--- src/rtl/fetch_queue_ctrl_pkg.sv ---
// Shared types and constants for the bf8b instruction-fetch queue controller.
package fetch_pkg;

  typedef enum logic [1:0] {
    IDLE = 2'd0,
    WAIT = 2'd1,
    DROP = 2'd2
  } state_t;

  localparam int DEF_DEPTH  = 8;
  localparam int DEF_WIDTH  = 8;
  localparam int DEF_ADDR_W = 16;

  // Width of a counter that must hold every value 0..depth inclusive.
  function automatic int count_w(input int depth);
    return $clog2(depth + 1);
  endfunction

endpackage

--- src/rtl/fetch_queue_ctrl_if.sv ---
// Bundle of memory, shift-register, decoder and redirect signals of the fetch queue.
// Handshakes: mem_req/mem_addr held until mem_ack; instr moves when instr_valid && instr_ready.
interface fetch_queue_ctrl_if #(
  parameter int DEPTH  = fetch_pkg::DEF_DEPTH,
  parameter int WIDTH  = fetch_pkg::DEF_WIDTH,
  parameter int ADDR_W = fetch_pkg::DEF_ADDR_W
) ();
  import fetch_pkg::*;

  localparam int CW = count_w(DEPTH);

  logic                   mem_req;
  logic [ADDR_W-1:0]      mem_addr;
  logic                   mem_ack;
  logic [WIDTH-1:0]       mem_rdata;
  logic [DEPTH-1:0]       sr_en;
  logic [WIDTH-1:0]       sr_d;
  logic [DEPTH*WIDTH-1:0] sr_q_packed;
  logic [WIDTH-1:0]       instr;
  logic                   instr_valid;
  logic                   instr_ready;
  logic                   redirect;
  logic [ADDR_W-1:0]      redirect_pc;
  logic [CW-1:0]          count;
  state_t                 dbg_state;

  modport master (
    output mem_req, mem_addr, sr_en, sr_d, instr, instr_valid, count, dbg_state,
    input  mem_ack, mem_rdata, sr_q_packed, instr_ready, redirect, redirect_pc
  );

  modport slave (
    input  mem_req, mem_addr, sr_en, sr_d, instr, instr_valid, count, dbg_state,
    output mem_ack, mem_rdata, sr_q_packed, instr_ready, redirect, redirect_pc
  );

endinterface

--- src/rtl/fetch_queue_ctrl_queue_en_decode.sv ---
// Per-word shift enables for the external shift register and oldest-word select.
module queue_en_decode
  import fetch_pkg::*;
#(
  parameter int DEPTH = DEF_DEPTH
) (
  input  logic [count_w(DEPTH)-1:0]              i_count,
  input  logic                                   i_push,
  input  logic                                   i_pop,
  output logic [DEPTH-1:0]                       o_sr_en,
  output logic [((DEPTH > 1) ? $clog2(DEPTH) : 1)-1:0] o_sel
);
  localparam int CW = count_w(DEPTH);
  localparam int SW = (DEPTH > 1) ? $clog2(DEPTH) : 1;

  // A simultaneous pop lets the new word overwrite the oldest slot instead of growing.
  always_comb begin
    o_sr_en = '0;
    for (int i = 0; i < DEPTH; i++) begin
      if (i_push) begin
        o_sr_en[i] = i_pop ? (CW'(i) < i_count) : (CW'(i) <= i_count);
      end
    end
  end

  assign o_sel = SW'(i_count - CW'(1));

endmodule

--- src/rtl/fetch_queue_ctrl.sv ---
// Instruction-fetch front end: fetches bytes over req/ack into an external shift register.
// Optional macro FETCH_QUEUE_BYPASS_EN forwards mem_rdata straight to the decoder when empty.
module fetch_queue_ctrl
  import fetch_pkg::*;
#(
  parameter int                DEPTH    = DEF_DEPTH,
  parameter int                WIDTH    = DEF_WIDTH,
  parameter int                ADDR_W   = DEF_ADDR_W,
  parameter logic [ADDR_W-1:0] RESET_PC = '0
) (
  input logic             clk,
  input logic             rst,
  fetch_queue_ctrl_if.master bus
);
  localparam int CW = count_w(DEPTH);
  localparam int SW = (DEPTH > 1) ? $clog2(DEPTH) : 1;

  state_t            r_state;
  state_t            w_state_nxt;
  logic [ADDR_W-1:0] r_pc;
  logic [ADDR_W-1:0] r_drop_addr;
  logic [CW-1:0]     r_count;
  logic [CW-1:0]     w_count_nxt;
  logic              w_full;
  logic              w_ack_wait;
  logic              w_bypass;
  logic              w_push;
  logic              w_pop;
  logic [DEPTH-1:0]  w_sr_en;
  logic [SW-1:0]     w_sel;
  logic [WIDTH-1:0]  w_oldest;

  assign w_full     = (r_count == CW'(DEPTH));
  assign w_ack_wait = bus.mem_ack && (r_state == WAIT) && !bus.redirect;

`ifdef FETCH_QUEUE_BYPASS_EN
  assign w_bypass = w_ack_wait && (r_count == '0) && bus.instr_ready;
`else
  assign w_bypass = 1'b0;
`endif

  assign w_push = w_ack_wait && !w_bypass;
  assign w_pop  = (r_count != '0) && bus.instr_ready && !bus.redirect;

  queue_en_decode #(.DEPTH(DEPTH)) u_en_decode (
    .i_count (r_count),
    .i_push  (w_push),
    .i_pop   (w_pop),
    .o_sr_en (w_sr_en),
    .o_sel   (w_sel)
  );

  always_comb begin
    w_count_nxt = r_count;
    if (bus.redirect)        w_count_nxt = '0;
    else if (w_push && !w_pop) w_count_nxt = r_count + CW'(1);
    else if (!w_push && w_pop) w_count_nxt = r_count - CW'(1);
  end

  always_comb begin
    w_state_nxt = r_state;
    unique case (r_state)
      IDLE: if (!bus.redirect && !w_full) w_state_nxt = WAIT;
      WAIT: begin
        if (bus.redirect)      w_state_nxt = bus.mem_ack ? IDLE : DROP;
        else if (bus.mem_ack)  w_state_nxt = (w_count_nxt < CW'(DEPTH)) ? WAIT : IDLE;
      end
      DROP: if (bus.mem_ack && !bus.redirect) w_state_nxt = IDLE;
      default: w_state_nxt = IDLE;
    endcase
  end

  always_ff @(posedge clk) begin
    if (rst) begin
      r_state     <= IDLE;
      r_pc        <= RESET_PC;
      r_drop_addr <= RESET_PC;
      r_count     <= '0;
    end else begin
      r_state <= w_state_nxt;
      r_count <= w_count_nxt;
      if (bus.redirect)    r_pc <= bus.redirect_pc;
      else if (w_ack_wait) r_pc <= r_pc + ADDR_W'(1);
      // The abandoned request keeps its address while pc already points at the new target.
      if (r_state == WAIT && w_state_nxt == DROP) r_drop_addr <= r_pc;
    end
  end

  assign w_oldest = bus.sr_q_packed[WIDTH*w_sel +: WIDTH];

  assign bus.mem_req     = (r_state != IDLE);
  assign bus.mem_addr    = (r_state == DROP) ? r_drop_addr : r_pc;
  assign bus.sr_en       = w_sr_en;
  assign bus.sr_d        = bus.mem_rdata;
  assign bus.instr       = w_bypass ? bus.mem_rdata : w_oldest;
  assign bus.instr_valid = (r_count != '0) || w_bypass;
  assign bus.count       = r_count;
  assign bus.dbg_state   = r_state;

endmodule

--- src/flat_wrapper.sv ---
// flat-port wrapper written by rule: the top's interface ports become plain ports
module fetch_queue_ctrl_flat import fetch_pkg::*;
#(
  parameter int                DEPTH    = DEF_DEPTH,
  parameter int                WIDTH    = DEF_WIDTH,
  parameter int                ADDR_W   = DEF_ADDR_W,
  parameter logic [ADDR_W-1:0] RESET_PC = '0
)
  (clk, rst, bus_mem_req, bus_mem_addr, bus_sr_en, bus_sr_d, bus_instr, bus_instr_valid, bus_count, bus_dbg_state, bus_mem_ack, bus_mem_rdata, bus_sr_q_packed, bus_instr_ready, bus_redirect, bus_redirect_pc);
  fetch_queue_ctrl_if #(.DEPTH(DEPTH), .WIDTH(WIDTH), .ADDR_W(ADDR_W)) bus_i ();
  input logic clk;
  input logic rst;
  output wire logic [$bits(bus_i.mem_req)-1:0] bus_mem_req;
  output wire logic [$bits(bus_i.mem_addr)-1:0] bus_mem_addr;
  output wire logic [$bits(bus_i.sr_en)-1:0] bus_sr_en;
  output wire logic [$bits(bus_i.sr_d)-1:0] bus_sr_d;
  output wire logic [$bits(bus_i.instr)-1:0] bus_instr;
  output wire logic [$bits(bus_i.instr_valid)-1:0] bus_instr_valid;
  output wire logic [$bits(bus_i.count)-1:0] bus_count;
  output wire logic [$bits(bus_i.dbg_state)-1:0] bus_dbg_state;
  input wire logic [$bits(bus_i.mem_ack)-1:0] bus_mem_ack;
  input wire logic [$bits(bus_i.mem_rdata)-1:0] bus_mem_rdata;
  input wire logic [$bits(bus_i.sr_q_packed)-1:0] bus_sr_q_packed;
  input wire logic [$bits(bus_i.instr_ready)-1:0] bus_instr_ready;
  input wire logic [$bits(bus_i.redirect)-1:0] bus_redirect;
  input wire logic [$bits(bus_i.redirect_pc)-1:0] bus_redirect_pc;
  assign bus_mem_req = bus_i.mem_req;
  assign bus_mem_addr = bus_i.mem_addr;
  assign bus_sr_en = bus_i.sr_en;
  assign bus_sr_d = bus_i.sr_d;
  assign bus_instr = bus_i.instr;
  assign bus_instr_valid = bus_i.instr_valid;
  assign bus_count = bus_i.count;
  assign bus_dbg_state = bus_i.dbg_state;
  assign bus_i.mem_ack = bus_mem_ack;
  assign bus_i.mem_rdata = bus_mem_rdata;
  assign bus_i.sr_q_packed = bus_sr_q_packed;
  assign bus_i.instr_ready = bus_instr_ready;
  assign bus_i.redirect = bus_redirect;
  assign bus_i.redirect_pc = bus_redirect_pc;
  fetch_queue_ctrl #(.DEPTH(DEPTH), .WIDTH(WIDTH), .ADDR_W(ADDR_W), .RESET_PC(RESET_PC)) u_core (.clk(clk), .rst(rst), .bus(bus_i));
endmodule
--- config.mk ---
export PLATFORM = sky130hd
export DESIGN_NAME = fetch_queue_ctrl_flat
export DESIGN_NICKNAME = d
export VERILOG_FILES = /design/src/rtl/fetch_queue_ctrl_pkg.sv /design/src/rtl/fetch_queue_ctrl_if.sv /design/src/rtl/fetch_queue_ctrl_queue_en_decode.sv /design/src/rtl/fetch_queue_ctrl.sv /design/src/flat_wrapper.sv
export SDC_FILE = /design/constraint.sdc
export NUM_CORES = 1
export LEC_CHECK = 0
export CAP_MARGIN = 10
export CORE_ASPECT_RATIO = 0.75
export CORE_MARGIN = 10
export CORE_UTILIZATION = 44
export CTS_CLUSTER_DIAMETER = 30
export DETAILED_ROUTE_END_ITERATION = 10
export HOLD_SLACK_MARGIN = 0.02
export PLACE_DENSITY = 0.87
export SLEW_MARGIN = 0
export SYNTH_ARGS = -nofsm -noshare
export SYNTH_HDL_FRONTEND = slang
export SYNTH_SLANG_ARGS = --single-unit
--- constraint.sdc ---
create_clock -name clk -period 7.35 [get_ports clk]
set_clock_uncertainty 0.2 [all_clocks]
set_input_delay 1.47 -clock clk [delete_from_list [all_inputs] [get_ports clk]]
set_output_delay 1.47 -clock clk [all_outputs]
set_load 0.02 [all_outputs]
Yosys cells after proc, flatten, opt, wreduce, memory -nomap -nowiden
Index checks and enable logic that the tools add are counted.

Word-level logic and storage cells: 75. Register bits after elaboration: 38. Memory bits (writable): 0. Memories kept: 0. ROM bits: 0. Bits in latches: 0.

Mux-type cells: 29. $add $sub $neg: 3. Multipliers: 0. Reductions and logical operators: 17. Order comparisons: 17. Divide/modulo/power cells: 0. Equality and inequality tests: 4. Bitwise operators: 0. Shift-type cells: 1.

Operators by type and width (number): indexed part select 64 x 7 -> 8 bit (1); 2-to-1 mux 16 bit (3); 2-to-1 mux 1 bit (17); adder 16 x 1 -> 16 bit (second input constant) (1); <= comparator 3 x 4 -> 1 bit (first input constant) (4); < comparator 3 x 4 -> 1 bit (first input constant) (4); 2-to-1 mux 4 bit (3); 2-to-1 mux 2 bit (5); logical AND 1 bit (9); <= comparator 1 x 4 -> 1 bit (first input constant) (2); <= comparator 2 x 4 -> 1 bit (first input constant) (2); < comparator 1 x 4 -> 1 bit (first input constant) (2); < comparator 2 x 4 -> 1 bit (first input constant) (2); case mux 2 bit (3 select lines) (1); adder 4 x 1 -> 4 bit (second input constant) (1); == test 2 bit (second input constant) (2); == test 4 bit (second input constant) (1); logical NOT 1 bit (4); < comparator 4 bit (second input constant) (1); nonzero test 2 bit (2); nonzero test 4 bit (1); subtractor 4 x 1 -> 4 bit (second input constant) (1); == test 2 x 1 -> 1 bit (second input constant) (1); logical NOT 2 bit (1).

Depth between registers and ports, before layout
Depth in word-level cells: 15. Gate-level depth with buffers: 12.

Hierarchy
From an unflattened synthesis, not the netlist that was laid out.

Cell total of the unflattened synthesis: 327. Area, all modules: 2909.0 um^2.

By module, submodules not included: fetch_queue_ctrl (instances 1, area an instance 2718.9 um^2, cells an instance 299); queue_en_decode (instances 1, area an instance 190.2 um^2, cells an instance 28).

Worst setup path before layout
No wires, ideal clock.

Path type: register to output. From: register u_core.r_count[0], in the netlist u_core.bus.count[0]. To: output bus_instr[0]. Buffers on the path: 4. Slack: 3196 ps. Cell stages (with the launch flop): 9. Arrival: 2484 ps. Cell sequence: dfxtp_1 > clkbuf_1 > buf_2 > inv_1 > ha_1 > buf_2 > buf_1 > mux4_2 > mux2_2.

Longest elaborated chain between the ends: 2.

RTL lines: start, declared (line fetch_queue_ctrl.sv:22) `logic [CW-1:0] r_count;`; start signal, assigned (line fetch_queue_ctrl.sv:81) `r_count <= w_count_nxt;`; subtractor 4 x 1 -> 4 bit; indexed part select 64 x 7 -> 8 bit (line fetch_queue_ctrl.sv:89) `assign w_oldest = bus.sr_q_packed[WIDTH*w_sel +: WIDTH];`; end, declared (line flat_wrapper.sv:17) `output wire logic [$bits(bus_i.instr)-1:0] bus_instr;`.

Every way passes these cells.

Worst setup path in the final report
From: input bus_redirect. To: output bus_sr_en[1].

Longest elaborated chain between the ends: 4. Elaborated cells between the ends (all ways): 5. Those cells by class: mux: 2; reduce/logical: 3.

RTL lines: start, declared (line flat_wrapper.sv:25) `input wire logic [$bits(bus_i.redirect)-1:0] bus_redirect;`; logical NOT 1 bit (*) (line fetch_queue_ctrl.sv:34, fetch_queue_ctrl.sv:43); logical AND 1 bit (line fetch_queue_ctrl.sv:43) `assign w_pop = (r_count != '0) && bus.instr_ready && !bus.redirect;`; 2-to-1 mux 1 bit (line fetch_queue_ctrl_queue_en_decode.sv:21) `o_sr_en[i] = i_pop ? (CW'(i) < i_count) : (CW'(i) <= i_count);`; 2-to-1 mux 1 bit (*) (line fetch_queue_ctrl_queue_en_decode.sv:20) `if (i_push) begin`; end, declared (line flat_wrapper.sv:15) `output wire logic [$bits(bus_i.sr_en)-1:0] bus_sr_en;`.

Mark *: on every way between the ends. The rest lies on a longest branch, timed or not.

==> metrics.log <==
INFO  metric met2_usage = 34.9%
INFO  metric netlist.top_cell.by_area = sky130_fd_sc_hd__dfxtp_1
INFO  metric clockRootBuffer = sky130_fd_sc_hd__clkbuf_8
INFO  metric report.final.hold_viol_count = 0
INFO  metric outcome = finished clean
INFO  metric grt_first_pass_wirelength = roughly 15,000 µm
INFO  metric critical_path.reg2reg.endpoint = u_core.bus.count[2]$_SDFFE_PP0P_
INFO  metric min-delay-path-class = flip-flop to flip-flop
INFO  metric number_of_distinct_library_cells_after_synthesis = 46
INFO  metric rsz_0062_raised_after_global_routing = no
INFO  metric synth.top_cell.area_share = between 20 and 30%
INFO  metric reg2reg_from = u_core.bus.count[0]$_SDFFE_PP0P_
INFO  metric relative_slew_slack = between 10% and 20%
INFO  metric clock-sinks = 38
INFO  metric routed-via-count = about 3,000
INFO  metric die-width = roughly 110 µm
INFO  metric cts.hold.buffers_added = 0
INFO  metric maxClockFrequency = between 150 and 200 MHz
INFO  metric grtUsageMet3 = under 10%
INFO  metric power_report.internal_total = approximately 360 µW
INFO  metric yosys_warnings = 0
INFO  metric post_cts_resized = 0
INFO  metric route.detailed.vias_per_inst = between 5 and 6
INFO  metric power.combinational.fraction = a little over a quarter
INFO  metric arrival = slightly above 4000 ps
INFO  metric dieHeight = 89.3 µm
INFO  metric drt_first_pass_iters = 5
INFO  metric start_util = a little under half
INFO  metric timing.max_cap.violations = 0
INFO  metric worstSkewPairLatency = about 290 ps
INFO  metric hp-start = u_core.r_drop_addr[13]$_SDFFE_PP0P_
INFO  metric period_needed = 5750 ps
INFO  metric ys_seq_elements = 38
INFO  metric io_buffers = roughly 120
INFO  metric synth_area_per_cell = 8.51 µm²
INFO  metric postSynth.asyncResetShare = 0%
INFO  metric timing.final.ws_setup = 1600 ps
INFO  metric fp.coreArea = 6260 µm²
INFO  metric numCtsBuffers = 5
INFO  metric ff2ff_setup_slack = between 4000 and 5000 ps
INFO  metric clk_path_buf_depth = 2
INFO  metric synthFlopType = sky130_fd_sc_hd__dfxtp_1
INFO  metric critical_path_class = input port to output pin
INFO  metric r2r_cells = 9
INFO  metric largest_cells_by_area_after_synthesis = sky130_fd_sc_hd__dfxtp_1 27%, sky130_fd_sc_hd__mux4_2 13%, sky130_fd_sc_hd__mux2_2 8.8%
INFO  metric timing.critical_path.required = 5680 ps
INFO  metric share_clk_of_total_power = between 20% and 30%
INFO  metric critPathMaxFanout = 25
INFO  metric fin_tns_setup = 0 ps
INFO  metric cts_tree = done
INFO  metric grt.overflow.total = 0
INFO  metric layout_commonest_cell = sky130_fd_sc_hd__clkdlybuf4s50_1
INFO  metric drt-initial-drc-count = around 170
INFO  metric grt_use_total = a little under a fifth
INFO  metric drt-total-wl = 9780 µm
INFO  metric num_rows = 25
INFO  metric power.share.switching = a little over a quarter
INFO  metric worstSetupEndpointType = output pin
INFO  metric fill_cell_instance_count_of_the_final_layout = 509
INFO  metric mapped_cells = about 330
INFO  metric synth-edff-count = 0
INFO  metric cp-start-kind = input port
INFO  metric half_perimeter_wire_length_after_placement = ~7800 µm
INFO  metric multiInputGateArea = approximately 1800 µm²
INFO  metric first_global_vias = 2,872
INFO  metric most-common-layout-cells = 124 x sky130_fd_sc_hd__clkdlybuf4s50_1, 47 x sky130_fd_sc_hd__nand2_1, 38 x sky130_fd_sc_hd__dfxtp_1
INFO  metric grt-busiest-layer = met2
INFO  metric grt_max_degree = 43
INFO  metric finalSetupViolCount = 0
INFO  metric path_clk_slew = ~70 ps
INFO  metric seq_power_share = about 45%
INFO  metric n_antenna_cell = 0
INFO  metric number_of_buffers_added_for_setup_after_cts = 0
INFO  metric layout.nets = roughly 530
INFO  metric drive_above_1_share = 11.8%
INFO  metric power_density = between 100 and 150 nW/µm²
INFO  metric yosysSeqAreaShare = 27.0%
INFO  metric max-vdd-ir-drop = 0.0808 mV
INFO  metric final_max_slew_viol_count = 0
INFO  metric grt.met1_usage = ~22%
INFO  metric detail-route-antenna-nets = 0
INFO  metric top_level_ports = between 100 and 150
INFO  metric floorplan.die_area = around 10,000 µm²
INFO  metric whs_path_depth = 2
INFO  metric drcViolationCount = 0
INFO  metric hold_worst_path_end = u_core.r_drop_addr[13]$_SDFFE_PP0P_
INFO  metric finalCritPeriodShare = between 70 and 80%
INFO  metric preCtsSetupSlack = 1630 ps
INFO  metric cell_area_synth = between 2000 and 3000 µm²
INFO  metric worst_pin_slew = approximately 1200 ps
INFO  metric gp_routability_congestion = about 0.86
INFO  metric register_area = ~760 µm²
INFO  metric synth_nets = approximately 430
INFO  metric p_leak = ~1.5 nW
INFO  metric power.net_switching = ~130 µW
INFO  metric routed_wire_length_per_instance = ~19 µm
INFO  metric flow.area_growth_from_synthesis = 45.9%
INFO  metric htree_levels = 2
INFO  metric grt_antenna_before_repair = 0
## state kept, by name, summed over array words and instances, names as in the netlist
register	flops
u_core.bus.count	4
u_core.r_drop_addr	16
u_core.r_pc	16
u_core.bus.dbg_state	2
## kinds of logic after synthesis
logic type	synth area share, %
buffers and inverters	7.55
adders and majority gates	3.11
xor gates and xnor gates	3.11
muxes	22.6
AOI/OAI and AO/OA	15.0
and+or+nand+nor	21.6
DFF	27.0
## worst max-delay path, stage by stage
cell and delay, ps:
sky130_fd_sc_hd__clkdlybuf4s50_1 690, sky130_fd_sc_hd__buf_4 370, sky130_fd_sc_hd__nand4bb_1 590, sky130_fd_sc_hd__a21oi_1 290, sky130_fd_sc_hd__clkdlybuf4s50_1 650
## worst max path at each step
stage / cells after the start / slack, ps / start / to
3_3_place_gp: 5 / 1690 / bus_redirect / bus_sr_en[1]
6_report: 5 / 1600 / bus_redirect / bus_sr_en[1]
2_1_floorplan: 8 / 3200 / u_core.bus.count[0]$_SDFFE_PP0P_ / bus_instr[0]
4_1_cts: 5 / 1630 / bus_redirect / bus_sr_en[1]
5_1_grt: 5 / 1460 / bus_redirect / bus_sr_en[1]
3_5_place_dp: 5 / 1630 / bus_redirect / bus_sr_en[1]
## cell type report
type                            count  area share, %
Multi-Input combinational cell    246           44.9
Clock buffer                        7           1.86
Tap cell                           81           2.47
Timing Repair Buffer              128           30.9
Sequential cell                    38           18.5
Inverter                           15           1.37
## synthesized netlist by cell type (3+ instances only)
master / n
sky130_fd_sc_hd__buf_4: 8
sky130_fd_sc_hd__o21a_1: 7
sky130_fd_sc_hd__clkbuf_1: 18
sky130_fd_sc_hd__a21oi_1: 34
sky130_fd_sc_hd__buf_2: 5
sky130_fd_sc_hd__mux4_2: 16
sky130_fd_sc_hd__xnor2_1: 3
sky130_fd_sc_hd__nor2_1: 18
sky130_fd_sc_hd__nand4_1: 6
sky130_fd_sc_hd__a2111oi_0: 3
sky130_fd_sc_hd__nand3b_1: 9
sky130_fd_sc_hd__or3_1: 3
sky130_fd_sc_hd__mux2_2: 22
sky130_fd_sc_hd__dfxtp_1: 38
sky130_fd_sc_hd__nor4_1: 7
sky130_fd_sc_hd__nor3_1: 9
sky130_fd_sc_hd__nand2_1: 47
sky130_fd_sc_hd__nand2b_1: 3
sky130_fd_sc_hd__o21ai_0: 8
sky130_fd_sc_hd__a21o_1: 4
sky130_fd_sc_hd__mux2i_1: 3
sky130_fd_sc_hd__inv_1: 15
sky130_fd_sc_hd__nor2b_1: 4
sky130_fd_sc_hd__ha_1: 7
sky130_fd_sc_hd__xor2_1: 7
## power groups by stage
| stage | combinational (mW) | clock [mW] | sequential [mW] |
|---|---|---|---|
| floorplan | 0.0652 | 0 | 0.226 |
| global placement | 0.131 | 0 | 0.228 |
| detailed placement | 0.134 | 0 | 0.228 |
| CTS | 0.135 | 0.139 | 0.224 |
| global route | 0.143 | 0.148 | 0.225 |
| finish | 0.134 | 0.137 | 0.224 |
## through the flow
| stage | hold slack [ps] | instance area [µm²] | instances | total power, mW | utilization, % |
|---|---|---|---|---|---|
| CTS | 258 | 4110 | 515 | 0.497 | 65.7 |
| global route | 279 | 4110 | 515 | 0.517 | 65.7 |
| detailed placement | 248 | 4030 | 508 | 0.363 | 64.5 |
| global placement | 239 | 4030 | 508 | 0.359 | 64.5 |
| floorplan | 233 | 2820 | 331 | 0.291 | - |
| finish | 256 | 4110 | 515 | 0.495 | 65.7 |
## layer usage
metal | part of all wire, % | wire, µm | vias up
met2 | 53 | 5200 | 116
li1 | - | - | 1397
met1 | 38 | 3770 | 1418
met3 | 6.7 | 657 | 19
met5 | 0 | 0 | -
met4 | 1.6 | 156 | 0
Note: power is estimated with default switching activity, not from simulation.
